$ cat config.mk
export PLATFORM = sky130hd
export DESIGN_NAME = voice_sequencer_flat
export DESIGN_NICKNAME = d
export VERILOG_FILES = /design/src/rtl/audio_synth_pkg.sv /design/src/rtl/voice_sequencer_if.sv /design/src/rtl/voice_regfile.sv /design/src/rtl/voice_sequencer.sv /design/src/flat_wrapper.sv
export SDC_FILE = /design/constraint.sdc
export NUM_CORES = 1
export LEC_CHECK = 0
export BUFFER_PORTS_ARGS = -buffer_cell sky130_fd_sc_hd__clkbuf_2
export CELL_PAD_IN_SITES_DETAIL_PLACEMENT = 2
export CELL_PAD_IN_SITES_GLOBAL_PLACEMENT = 2
export CORE_MARGIN = 2
export CORE_UTILIZATION = 35
export CTS_BUF_LIST = sky130_fd_sc_hd__clkbuf_4 sky130_fd_sc_hd__clkbuf_8 sky130_fd_sc_hd__clkbuf_16
export DETAILED_ROUTE_END_ITERATION = 10
export PLACE_DENSITY = 0.86
export SLEW_MARGIN = 10
export SYNTH_ARGS = -nofsm -noshare
export SYNTH_HDL_FRONTEND = slang
export SYNTH_HIERARCHICAL = 1
export SYNTH_SLANG_ARGS = --single-unit
$ cat constraint.sdc
create_clock -name clk -period 7.18 [get_ports clk]
set_clock_uncertainty 0.1 [all_clocks]
set_input_delay 0.718 -clock clk [delete_from_list [all_inputs] [get_ports clk]]
set_output_delay 0.718 -clock clk [all_outputs]
set_load 0.02 [all_outputs]
$ cat src/rtl/audio_synth_pkg.sv
// audio_synth_pkg: shared FSM states, widths and per-voice reset defaults for the additive voice sequencer
package audio_synth_pkg;
  localparam int NVOICE = 4;
  localparam int LUT_AW = 8;
  localparam int LUT_DW = 16;
  localparam int ACC_W = 21;
  typedef enum logic [2:0] {IDLE, FETCH, WAIT, ACC, DONE} state_t;
  function automatic logic [15:0] def_inc(int v);
    return 16'(16'h0100 * (v + 1));
  endfunction
  function automatic logic [2:0] def_gain(int v);
    return v == 0 ? 3'd6 : v == 1 ? 3'd3 : v == 2 ? 3'd2 : 3'd1;
  endfunction
endpackage

$ cat src/rtl/voice_sequencer_if.sv
// voice_sequencer_if: configuration write bus (voice select, phase increment, gain)
interface voice_sequencer_if;
  logic cfg_we;
  logic [1:0] cfg_sel;
  logic [15:0] cfg_inc;
  logic [2:0] cfg_gain;
  modport master (output cfg_we, cfg_sel, cfg_inc, cfg_gain);
  modport slave (input cfg_we, cfg_sel, cfg_inc, cfg_gain);
endinterface

$ cat src/rtl/voice_regfile.sv
// voice_regfile: per-voice increment, gain and phase registers with a write port and a phase-advance port
module voice_regfile #(
  parameter int NVOICE = audio_synth_pkg::NVOICE,
  parameter int PHASE_W = 16
) (
  input  logic clk,
  input  logic rst,
  input  logic we,
  input  logic [1:0] wsel,
  input  logic [15:0] winc,
  input  logic [2:0] wgain,
  input  logic adv,
  input  logic [1:0] asel,
  output logic [2:0] gain,
  output logic [audio_synth_pkg::LUT_AW-1:0] addr
);
  import audio_synth_pkg::*;
  logic [15:0] inc_q [NVOICE];
  logic [15:0] inc_d [NVOICE];
  logic [2:0] gain_q [NVOICE];
  logic [2:0] gain_d [NVOICE];
  logic [PHASE_W-1:0] phase_q [NVOICE];
  logic [PHASE_W-1:0] phase_d [NVOICE];
  assign gain = gain_q[asel];
  assign addr = phase_q[asel][PHASE_W-1 -: LUT_AW];
  // advance reads inc_q, so a write on the same edge only affects later advances
  always_comb begin
    inc_d = inc_q;
    gain_d = gain_q;
    phase_d = phase_q;
    if (adv) phase_d[asel] = phase_q[asel] + PHASE_W'(inc_q[asel]);
    if (we) begin
      inc_d[wsel] = winc;
      gain_d[wsel] = wgain;
    end
  end
  always_ff @(posedge clk) begin
    if (rst) begin
      for (int i = 0; i < NVOICE; i++) begin
        inc_q[i] <= def_inc(i);
        gain_q[i] <= def_gain(i);
        phase_q[i] <= '0;
      end
    end else begin
      inc_q <= inc_d;
      gain_q <= gain_d;
      phase_q <= phase_d;
    end
  end
endmodule

$ cat src/rtl/voice_sequencer.sv
// voice_sequencer: time-multiplexed additive mixer over one sine LUT; VOICE_SEQ_SATURATE_EN clamps mix_out instead of wrapping
module voice_sequencer #(
  parameter int NVOICE = audio_synth_pkg::NVOICE,
  parameter int PHASE_W = 16,
  parameter int MIX_SHIFT = 2
) (
  input  logic clk,
  input  logic rst,
  input  logic sample_tick,
  voice_sequencer_if.slave cfg,
  output logic [7:0] lut_addr,
  input  logic [15:0] lut_data,
  output logic [15:0] mix_out,
  output logic mix_valid,
  output logic busy,
  output logic overrun
);
  import audio_synth_pkg::*;
  state_t state_q, state_d;
  logic [1:0] v_q, v_d;
  logic [ACC_W-1:0] acc_q, acc_d;
  logic [LUT_AW-1:0] lut_addr_q, lut_addr_d, addr;
  logic [15:0] mix_out_q, mix_out_d, mix_next;
  logic mix_valid_q, mix_valid_d, overrun_q, overrun_d, adv;
  logic [2:0] gain;
  voice_regfile #(.NVOICE(NVOICE), .PHASE_W(PHASE_W)) u_regs (
    .clk, .rst, .we(cfg.cfg_we), .wsel(cfg.cfg_sel), .winc(cfg.cfg_inc), .wgain(cfg.cfg_gain),
    .adv, .asel(v_q), .gain, .addr
  );
`ifdef VOICE_SEQ_SATURATE_EN
  logic [ACC_W-1:0] shifted;
  assign shifted = acc_q >> MIX_SHIFT;
  assign mix_next = |shifted[ACC_W-1:16] ? 16'hFFFF : shifted[15:0];
`else
  assign mix_next = 16'(acc_q >> MIX_SHIFT);
`endif
  always_comb begin
    state_d = state_q;
    v_d = v_q;
    acc_d = acc_q;
    lut_addr_d = lut_addr_q;
    mix_out_d = mix_out_q;
    mix_valid_d = 1'b0;
    overrun_d = overrun_q | (sample_tick & (state_q != IDLE));
    adv = 1'b0;
    case (state_q)
      IDLE: if (sample_tick) begin
        acc_d = '0;
        v_d = '0;
        state_d = FETCH;
      end
      FETCH: begin
        lut_addr_d = addr;
        state_d = WAIT;
      end
      WAIT: state_d = ACC;
      ACC: begin
        acc_d = acc_q + ACC_W'(lut_data) * ACC_W'(gain);
        adv = 1'b1;
        v_d = v_q == 2'(NVOICE - 1) ? v_q : v_q + 2'd1;
        state_d = v_q == 2'(NVOICE - 1) ? DONE : FETCH;
      end
      DONE: begin
        mix_out_d = mix_next;
        mix_valid_d = 1'b1;
        state_d = IDLE;
      end
      default: state_d = IDLE;
    endcase
  end
  always_ff @(posedge clk) begin
    if (rst) begin
      state_q <= IDLE;
      v_q <= '0;
      acc_q <= '0;
      lut_addr_q <= '0;
      mix_out_q <= '0;
      mix_valid_q <= 1'b0;
      overrun_q <= 1'b0;
    end else begin
      state_q <= state_d;
      v_q <= v_d;
      acc_q <= acc_d;
      lut_addr_q <= lut_addr_d;
      mix_out_q <= mix_out_d;
      mix_valid_q <= mix_valid_d;
      overrun_q <= overrun_d;
    end
  end
  assign lut_addr = lut_addr_q;
  assign mix_out = mix_out_q;
  assign mix_valid = mix_valid_q;
  assign busy = state_q != IDLE;
  assign overrun = overrun_q;
endmodule

$ cat src/flat_wrapper.sv
// flat-port wrapper written by rule: the top's interface ports become plain ports
module voice_sequencer_flat import audio_synth_pkg::*;
#(
  parameter int NVOICE = audio_synth_pkg::NVOICE,
  parameter int PHASE_W = 16,
  parameter int MIX_SHIFT = 2
)
  (clk, rst, sample_tick, lut_addr, lut_data, mix_out, mix_valid, busy, overrun, cfg_cfg_we, cfg_cfg_sel, cfg_cfg_inc, cfg_cfg_gain);
  voice_sequencer_if cfg_i ();
  input  logic clk;
  input  logic rst;
  input  logic sample_tick;
  output logic [7:0] lut_addr;
  input  logic [15:0] lut_data;
  output logic [15:0] mix_out;
  output logic mix_valid;
  output logic busy;
  output logic overrun;
  input wire logic [$bits(cfg_i.cfg_we)-1:0] cfg_cfg_we;
  input wire logic [$bits(cfg_i.cfg_sel)-1:0] cfg_cfg_sel;
  input wire logic [$bits(cfg_i.cfg_inc)-1:0] cfg_cfg_inc;
  input wire logic [$bits(cfg_i.cfg_gain)-1:0] cfg_cfg_gain;
  assign cfg_i.cfg_we = cfg_cfg_we;
  assign cfg_i.cfg_sel = cfg_cfg_sel;
  assign cfg_i.cfg_inc = cfg_cfg_inc;
  assign cfg_i.cfg_gain = cfg_cfg_gain;
  voice_sequencer #(.NVOICE(NVOICE), .PHASE_W(PHASE_W), .MIX_SHIFT(MIX_SHIFT)) u_core (.clk(clk), .rst(rst), .sample_tick(sample_tick), .cfg(cfg_i), .lut_addr(lut_addr), .lut_data(lut_data), .mix_out(mix_out), .mix_valid(mix_valid), .busy(busy), .overrun(overrun));
endmodule
==> results of run 1 <==
[critical path: cells and delay by family, from the launching register on]
kind	cells	cell delay [ns]
adders and majority gates	3	1.45
AOI/OAI and AO/OA	4	1.17
DFF	1	0.89
muxes	1	0.77
and+or+nand+nor	2	0.44
buffers and inverters	2	0.10
[state kept, by name (all words and copies together), names as in the netlist]
signal / flops
u_core/overrun: 1
u_core/u_regs/inc_q: 64
u_core/lut_addr: 8
u_core/acc_q: 18
u_core/u_regs/phase_q: 64
u_core/u_regs/gain_q: 12
u_core/state_q: 3
u_core/mix_valid: 1
u_core/mix_out: 16
u_core/v_q: 2
[cell families after synthesis]
group                      Yosys count  share of synthesized area (%)
adders and majority gates           67                           10.2
and+or+nand+nor                    507                           22.5
xor gates and xnor gates            15                           1.25
muxes                               43                           8.28
buffers and inverters              145                           5.70
DFF                                189                           36.1
AOI/OAI and AO/OA                  269                           16.0
[Yosys cell counts (7+ instances only)]
cell type / number / area share, %
a211oi_1: 7 / 0.50
a21o_1: 8 / 0.57
a21oi_1: 153 / 7.3
and2_1: 48 / 2.9
buf_2: 16 / 0.76
clkbuf_1: 47 / 1.7
dfxtp_1: 189 / 36
fa_1: 31 / 5.9
ha_1: 36 / 4.3
inv_1: 71 / 2.5
mux2i_1: 8 / 0.76
mux4_2: 35 / 7.5
nand2_1: 291 / 10
nand3_1: 15 / 0.72
nand3b_1: 26 / 1.9
nor2_1: 64 / 2.3
o211ai_1: 10 / 0.72
o21ai_0: 25 / 1.2
o31ai_1: 10 / 0.72
xnor2_1: 12 / 1.0
[metrics by stage]
stage | cells | utilization [%] | area, µm² | hold WS [ns] | power [mW]
after global routing | 1658 | 39.4 | 11700 | 0.381 | 2.78
after CTS | 1658 | 39.4 | 11700 | 0.358 | 2.67
after detailed placement | 1627 | 37.5 | 11100 | 0.348 | 1.67
after floorplan | 1235 | - | 10500 | 0.329 | 1.52
after global placement | 1627 | 37.5 | 11100 | 0.339 | 1.64
final | 1658 | 39.4 | 11700 | 0.359 | 2.65
[how the worst max path moves through the flow]
stage	to
2_1_floorplan	u_core/acc_q[16]
3_3_place_gp	u_core/acc_q[15]
3_5_place_dp	u_core/acc_q[15]
4_1_cts	u_core/acc_q[15]
5_1_grt	u_core/acc_q[15]
6_report	u_core/acc_q[15]
[power by group through the flow]
stage / clock [mW] / sequential (mW) / combinational [mW]
2_1_floorplan: 0 / 1.11 / 0.406
3_3_place_gp: 0 / 1.12 / 0.515
3_5_place_dp: 0 / 1.12 / 0.549
4_1_cts: 1.00 / 1.10 / 0.567
5_1_grt: 1.05 / 1.10 / 0.634
6_report: 0.980 / 1.10 / 0.568
[metal layers]
| metal | vias to the layer above | GRT usage, % | routed length, µm | share of wire, % |
|---|---|---|---|---|
| li1 | 4261 | - | - | - |
| met1 | 4645 | 27.0 | 14900 | 43 |
| met2 | 135 | 42.4 | 18100 | 52 |
| met3 | 51 | 4.10 | 1090 | 3.1 |
| met4 | 0 | 7.78 | 837 | 2.4 |
| met5 | - | 0 | 0 | 0 |
[layout make-up]
cell class / count / area (µm²) / area share, %
clock buffer: 20 / 467 / 4.00
clock inverter: 11 / 115 / 0.988
inverter: 71 / 267 / 2.29
multi-input combinational: 901 / 6120 / 52.5
sequential: 189 / 3790 / 32.5
tap: 390 / 488 / 4.19
timing repair buffer: 76 / 409 / 3.51
[layout by cell type, fill, tap and decap left out, types with 25 or more instances in the layout]
master / count
ha_1: 36
a21oi_1: 153
and2_1: 48
nand3b_1: 26
clkbuf_2: 66
nand2_1: 291
mux4_2: 35
fa_1: 31
dfxtp_1: 187
inv_1: 71
o21ai_0: 25
nor2_1: 63
==> key figures, run 1 <==
Status
  – Outcome: finished clean

Global route
  – Initial antenna violation count: 0
  – Pin count of the biggest net entering global routing: approximately 110
  – First-pass GRT wire length: ~56 mm
  – Vias in the first global route: 10,200
  – Total GRT Usage: a little under a quarter
  – Grt total ovfl: 0

Clock tree
  – Hold-fix buffers, CTS: 0
  – Clock Tree Root: clkbuf_16
  – # resized after CTS: 0
  – Max Root-Sink Buffers: 2
  – Cts bufs inserted: 17
  – Skew-Pair Late Insertion Delay: roughly 0.46 ns
  – Reg clk slew, reported paths: 0.08 ns
  – Post-CTS Setup Bufs: 0
  – CTS H-tree depth: 4
  – CTS tree: done
  – Clock Sink Count: ~190

STA
  – Setup violations, final: 0
  – Setup WS post-layout: roughly 2.1 ns
  – Period utilisation layout: between 70 and 80%
  – Tmin final: 5.04 ns
  – Setup TNS: 0 ns
  – Slew margin rel.: a little over a fifth
  – Tightest Pin Transition: between 1 and 1.5 ns
  – Fin. max-slew vios: 0
  – RSZ-0062 raised after global routing: false
  – Max Fclk: 0.198 GHz
  – Final Hold Viols: 0

Placed design
  – Global placer's final weighted congestion: 0.802
  – Worst slack, placed: about 2.3 ns
  – DP HPWL: about 23 mm
  – # port buffers: 67

Floorplan
  – Die height: about 180 µm
  – Initial core utilization: 35.5%
  – Die Wd: 177 µm
  – Rows: 63
  – # IOs: 68
  – Core footprint: between 0.02 and 0.03 mm²
  – Die ar.: about 0.031 mm²

Setup path
  – R2R depth: 12
  – CP max stage delay: 0.89 ns
  – Critical path fanouts, max: 24
  – Worst path slowest cell: dfxtp_2
  – Reg2reg end: u_core/acc_q[15]
  – R2R setup slack: approximately 2.1 ns
  – Crit start category: register
  – Crit. End Element: register
  – Data required time of the worst path: between 7 and 8 ns
  – Crit Path Category: reg2reg
  – CP Cell Sequence: mux4_2 -> and2_1 -> fa_1 -> inv_1 -> fa_1 -> inv_1 -> ha_1 -> o211ai_1 -> o21ai_0 -> nand4_1 -> a31o_2 -> a32o_1
  – Crit path DAT: between 5 and 6 ns
  – RR Startpoint: u_core/v_q[1]
  – Crit path launch: u_core/v_q[1]

Synthesis
  – Mean Syn Cell Area: between 8 and 9 µm²
  – #FFs+latches synth: 189
  – Seq/Total Area, Yosys: a little over a third
  – Async set-or-reset flop fraction in the synthesized netlist: 0%
  – Warnings, synthesis: 6
  – Post-synth EDFFs: 0
  – Syn Std Cell Area: 0.0105 mm²
  – Ys flop type: dfxtp_1
  – Syn nets: between 1,000 and 1,500
  – Netlist cell types: 71
  – Post-synthesis cell count: 1,235

Routing
  – Routed Antenna Nets: 0
  – Vias per inst: about 5.5
  – Starting DRT DRC Count: 462
  – DRC viols: 0
  – Vias: 9,092
  – Wirelength per Cell: around 21 µm
  – Overall routed net length: between 30 and 40 mm
  – Drt first pass iters: 4

Layout
  – Diode count: 0
  – Filler cell count: 3,353
  – Final net count: between 1,000 and 1,500
  – Layout cells sized above 1: a little over an eighth
  – Area grow syn2layout: 11.1%

Power
  – Peak VDD IR: ~0.14 mV
  – Sequential Power Share: about 42%
  – Sw Ratio: between 30% and 40%
  – Cell internal pwr: between 1.5 and 2 mW
  – Leak: about 4.5 nW
  – Cell Pwr Density: ~230 mW/mm²
  – Clk pwr share: a little under two fifths
  – Comb pwr share: between 20% and 30%
  – NetSw: 0.878 mW

Job
  – Max-Cap Viols: 0

Worst hold path
  – Hold depth: 2
  – Hold Path Origin: u_core/mix_out[1]
  – Hold-critical path endpoint: u_core/mix_out[1]
  – Hold Crit Class: reg2reg
Power figures use the tool's default switching activity.
==> inputs of run 2 (changes only) <==
--- a/config.mk
+++ b/config.mk
@@ -9,10 +9,10 @@
 export CELL_PAD_IN_SITES_DETAIL_PLACEMENT = 2
 export CELL_PAD_IN_SITES_GLOBAL_PLACEMENT = 2
 export CORE_MARGIN = 2
-export CORE_UTILIZATION = 35
+export CORE_UTILIZATION = 34
 export CTS_BUF_LIST = sky130_fd_sc_hd__clkbuf_4 sky130_fd_sc_hd__clkbuf_8 sky130_fd_sc_hd__clkbuf_16
 export DETAILED_ROUTE_END_ITERATION = 10
-export PLACE_DENSITY = 0.86
+export PLACE_DENSITY = 0.87
 export SLEW_MARGIN = 10
 export SYNTH_ARGS = -nofsm -noshare
 export SYNTH_HDL_FRONTEND = slang
==> constraint.sdc (replaced) <==
create_clock -name clk -period 4.42 [get_ports clk]
set_clock_uncertainty 0.1 [all_clocks]
set_input_delay 0.442 -clock clk [delete_from_list [all_inputs] [get_ports clk]]
set_output_delay 0.442 -clock clk [all_outputs]
set_load 0.02 [all_outputs]
==> run 2 against run 1 <==
Wire length rose by 3.5%. Combinational power rose by 68%. Cell area up 1.3%. Critical path type unchanged. Hold slack got worse by 0.23 ns. Largest power group unchanged. Critical path depth did not move.
==> key figures, run 2 (synthesis results as in run 1) <==
Worst hold path
  – Hold depth: 3 (was 2)
  – Hold Crit Class: in2reg (was reg2reg)

Floorplan
  – Initial core utilization: 34.4% (was 35.5%)
  – Die height: 180 µm (was 177 µm)
  – Die ar.: 0.0323 mm² (was 0.0314 mm²)
  – # IOs: 68 (unchanged)
  – Core footprint: 0.0305 mm² (was 0.0296 mm²)
  – Die Wd: 180 µm (was 177 µm)
  – Rows: 64 (was 63)

Job
  – Max-Cap Viols: 0 (unchanged)

Setup path
  – Crit path DAT: 4.56 ns (was 5.29 ns)
  – CP max stage delay: 0.66 ns (was 0.89 ns)
  – R2R depth: 12 (unchanged)
  – CP Cell Sequence: mux4_2 -> and2_1 -> fa_1 -> inv_1 -> fa_1 -> inv_1 -> ha_1 -> a21oi_1 -> o21ai_0 -> a21oi_1 -> a31o_2 -> a32o_1 (was mux4_2 -> and2_1 -> fa_1 -> inv_1 -> fa_1 -> inv_1 -> ha_1 -> o211ai_1 -> o21ai_0 -> nand4_1 -> a31o_2 -> a32o_1)
  – Crit path launch: u_core/v_q[1] (unchanged)
  – CP delay by family, top: adder cells (unchanged)
  – Worst path slowest cell: mux4_2 (was dfxtp_2)
  – End of the critical path: u_core/acc_q[15] (unchanged)
  – Crit Path Category: reg2reg (unchanged)
  – Data required time of the worst path: 4.69 ns (was 7.43 ns)
  – Crit start category: register (unchanged)
  – RR Startpoint: u_core/v_q[1] (unchanged)
  – WP buf/inv: 2 (unchanged)
  – Instance count on the critical path: 12 (unchanged)
  – R2R setup slack: 0.14 ns (was 2.14 ns)
  – Critical path fanouts, max: 15 (was 24)
  – Reg2reg end: u_core/acc_q[15] (unchanged)
  – Crit. End Element: register (unchanged)

Power
  – Final Total Pwr: 4.39 mW (was 2.65 mW)
  – Peak VDD IR: 0.291 mV (was 0.144 mV)
  – Cell internal pwr: 2.87 mW (was 1.77 mW)
  – Sw Ratio: 34.7% (was 33.2%)
  – Leak: 4.52 nW (was 4.47 nW)
  – NetSw: 1.52 mW (was 0.878 mW)
  – Cell Pwr Density: 372 mW/mm² (was 227 mW/mm²)
  – Comb pwr share: 21.7% (was 21.5%)
  – Sequential Power Share: 40.6% (was 41.5%)
  – Clk pwr share: 37.7% (was 37.0%)

Clock tree
  – Reg clk slew, reported paths: 0.10 ns (was 0.08 ns)
  – Hold-fix buffers, CTS: 0 (unchanged)
  – Skew-Pair Late Insertion Delay: 0.48 ns (was 0.46 ns)
  – CTS tree: done (unchanged)
  – Clock Sink Count: 189 (unchanged)
  – Clock Tree Root: clkbuf_16 (unchanged)
  – Cts bufs inserted: 17 (unchanged)
  – Max Root-Sink Buffers: 2 (unchanged)
  – CTS H-tree depth: 4 (unchanged)

STA
  – Fin. max-slew vios: 0 (unchanged)
  – Period utilisation layout: 96.9% (was 70.2%)
  – Tmin final: 4.28 ns (was 5.04 ns)
  – RSZ-0062 raised after global routing: true (was false)
  – Max Fclk: 0.233 GHz (was 0.198 GHz)
  – Final Hold Viols: 0 (unchanged)
  – Setup violations, final: 0 (unchanged)
  – Tightest Pin Transition: 1.08 ns (was 1.18 ns)
  – Slew margin rel.: 27.8% (was 21.1%)

Routing
  – Met2 WL post-DR: 18.4 mm (was 18.1 mm)
  – Routed Antenna Nets: 0 (unchanged)
  – Overall routed net length: 36.1 mm (was 34.9 mm)
  – DRC viols: 0 (unchanged)
  – Top sig layer: met4 (unchanged)
  – Vias per inst: 5.52 (was 5.48)
  – Drt first pass iters: 5 (was 4)
  – Routed metal-1 wire length: 15.6 mm (was 14.9 mm)
  – Wirelength per Cell: 21.6 µm (was 21.0 µm)
  – Met3 WL: 1.02 mm (was 1.09 mm)
  – Starting DRT DRC Count: 403 (was 462)
  – Vias: 9,223 (was 9,092)

Global route
  – Grt total ovfl: 0 (unchanged)
  – Pin count of the biggest net entering global routing: 119 (was 114)
  – Vias in the first global route: 10,100 (was 10,200)
  – Initial antenna violation count: 0 (unchanged)
  – Total GRT Usage: 21.9% (was 23.1%)
  – First-pass GRT wire length: 56.0 mm (was 56.3 mm)

Layout
  – Diode count: 0 (unchanged)
  – Area grow syn2layout: 12.5% (was 11.1%)
  – Post-route cell area: 0.0118 mm² (was 0.0117 mm²)
  – Filler cell count: 3,448 (was 3,353)
  – Layout cells sized above 1: 14.3% (was 13.6%)
  – Biggest registers after layout: u_core/u_regs/inc_q x64, u_core/u_regs/phase_q x64, u_core/acc_q x18 (unchanged)
  – Commonest non-fill, non-tap cell in the layout: nand2_1 (unchanged)
  – Most frequent cells in the layout: nand2_1 (291), dfxtp_1 (187), a21oi_1 (153), inv_1 (71), clkbuf_2 (66) (unchanged)
  – Final net count: 1,371 (was 1,364)

Placed design
  – Global placer's final weighted congestion: 0.840 (was 0.802)
  – Cell Area, Placed: 0.0111 mm² (about the same)
  – DP HPWL: 24.5 mm (was 23.3 mm)
  – # port buffers: 67 (unchanged)

Status
  – Outcome: finished clean (unchanged)
-- run 2: changes by cell type in the layout (fill, tap and decap cells not counted), sizes merged --
cell / previous run / this run
clkbuf: 86 / 83
clkinvlp: 1 / 0
buf: 10 / 15
clkinv: 1 / 4
inv: 80 / 82
mux4: 35 / 37
-- run 2: worst min path at each step --
stage                         startpoint                   endpoint  slack (ns)
5_1_grt                   cfg_cfg_inc[1]    u_core/u_regs/inc_q[17]        0.13
3_3_place_gp   u_core/u_regs/phase_q[29]  u_core/u_regs/phase_q[29]        0.34
3_5_place_dp   u_core/u_regs/phase_q[44]  u_core/u_regs/phase_q[44]        0.35
4_1_cts                   cfg_cfg_inc[2]    u_core/u_regs/inc_q[50]        0.10
2_1_floorplan  u_core/u_regs/phase_q[45]  u_core/u_regs/phase_q[45]        0.33
6_report                  cfg_cfg_inc[2]    u_core/u_regs/inc_q[50]        0.13
-- run 2: final cells by class --
type                    instances  area, µm²  share of cell area, %
multi-input cells             903       6170                   52.3
clock inverters                15        191                   1.62
clock buffers                  17        425                   3.60
inverters                      71        267                   2.26
well taps                     396        495                   4.20
flip-flops and latches        189       3790                   32.1
repair buffers                 81        463                   3.92
-- run 2: repair_timing --
action / 4_1_cts / 5_1_grt
setup buffers: 0 / 3
endpoints found under the setup margin: 0 / 4
resized for setup: 0 / 6
-- run 2: routing by layer --
layer | vias to the layer above | global-route usage, %
met5 | - | 0
met4 | 0 | 8.46
met3 | 67 | 3.50
met2 | 169 | 39.1
met1 | 4700 | 26.4
li1 | 4287 | -
-- run 2: metrics by stage --
| stage | util (%) | cells | hold WS, ns | setup TNS, ns | setup slack, ns |
|---|---|---|---|---|---|
| 2_1_floorplan | - | 1235 | 0.329 | 0 | 0.0145 |
| 3_3_place_gp | 36.4 | 1635 | 0.337 | 0 | 0.376 |
| 3_5_place_dp | 36.4 | 1635 | 0.349 | 0 | 0.104 |
| 4_1_cts | 38.4 | 1667 | 0.102 | 0 | 0.0471 |
| 5_1_grt | 38.7 | 1672 | 0.128 | -0.221 | -0.0803 |
| 6_report | 38.7 | 1672 | 0.130 | 0 | 0.136 |
-- run 2: power groups by stage --
stage | registers, mW | clock network [mW] | logic, mW
floorplan | 1.80 | 0 | 0.661
finish | 1.78 | 1.66 | 0.954
global placement | 1.82 | 0 | 0.852
detailed placement | 1.82 | 0 | 0.916
global route | 1.79 | 1.77 | 1.06
CTS | 1.78 | 1.71 | 0.930
-- run 2: worst register-to-register path: cells and delay by family, from the launching register on --
family	cells	cell delay (ns)
flops	1	0.38
compound gates	5	1.20
simple gates	1	0.22
mux	1	0.66
buf+inv	2	0.14
fa+ha+maj	3	1.50
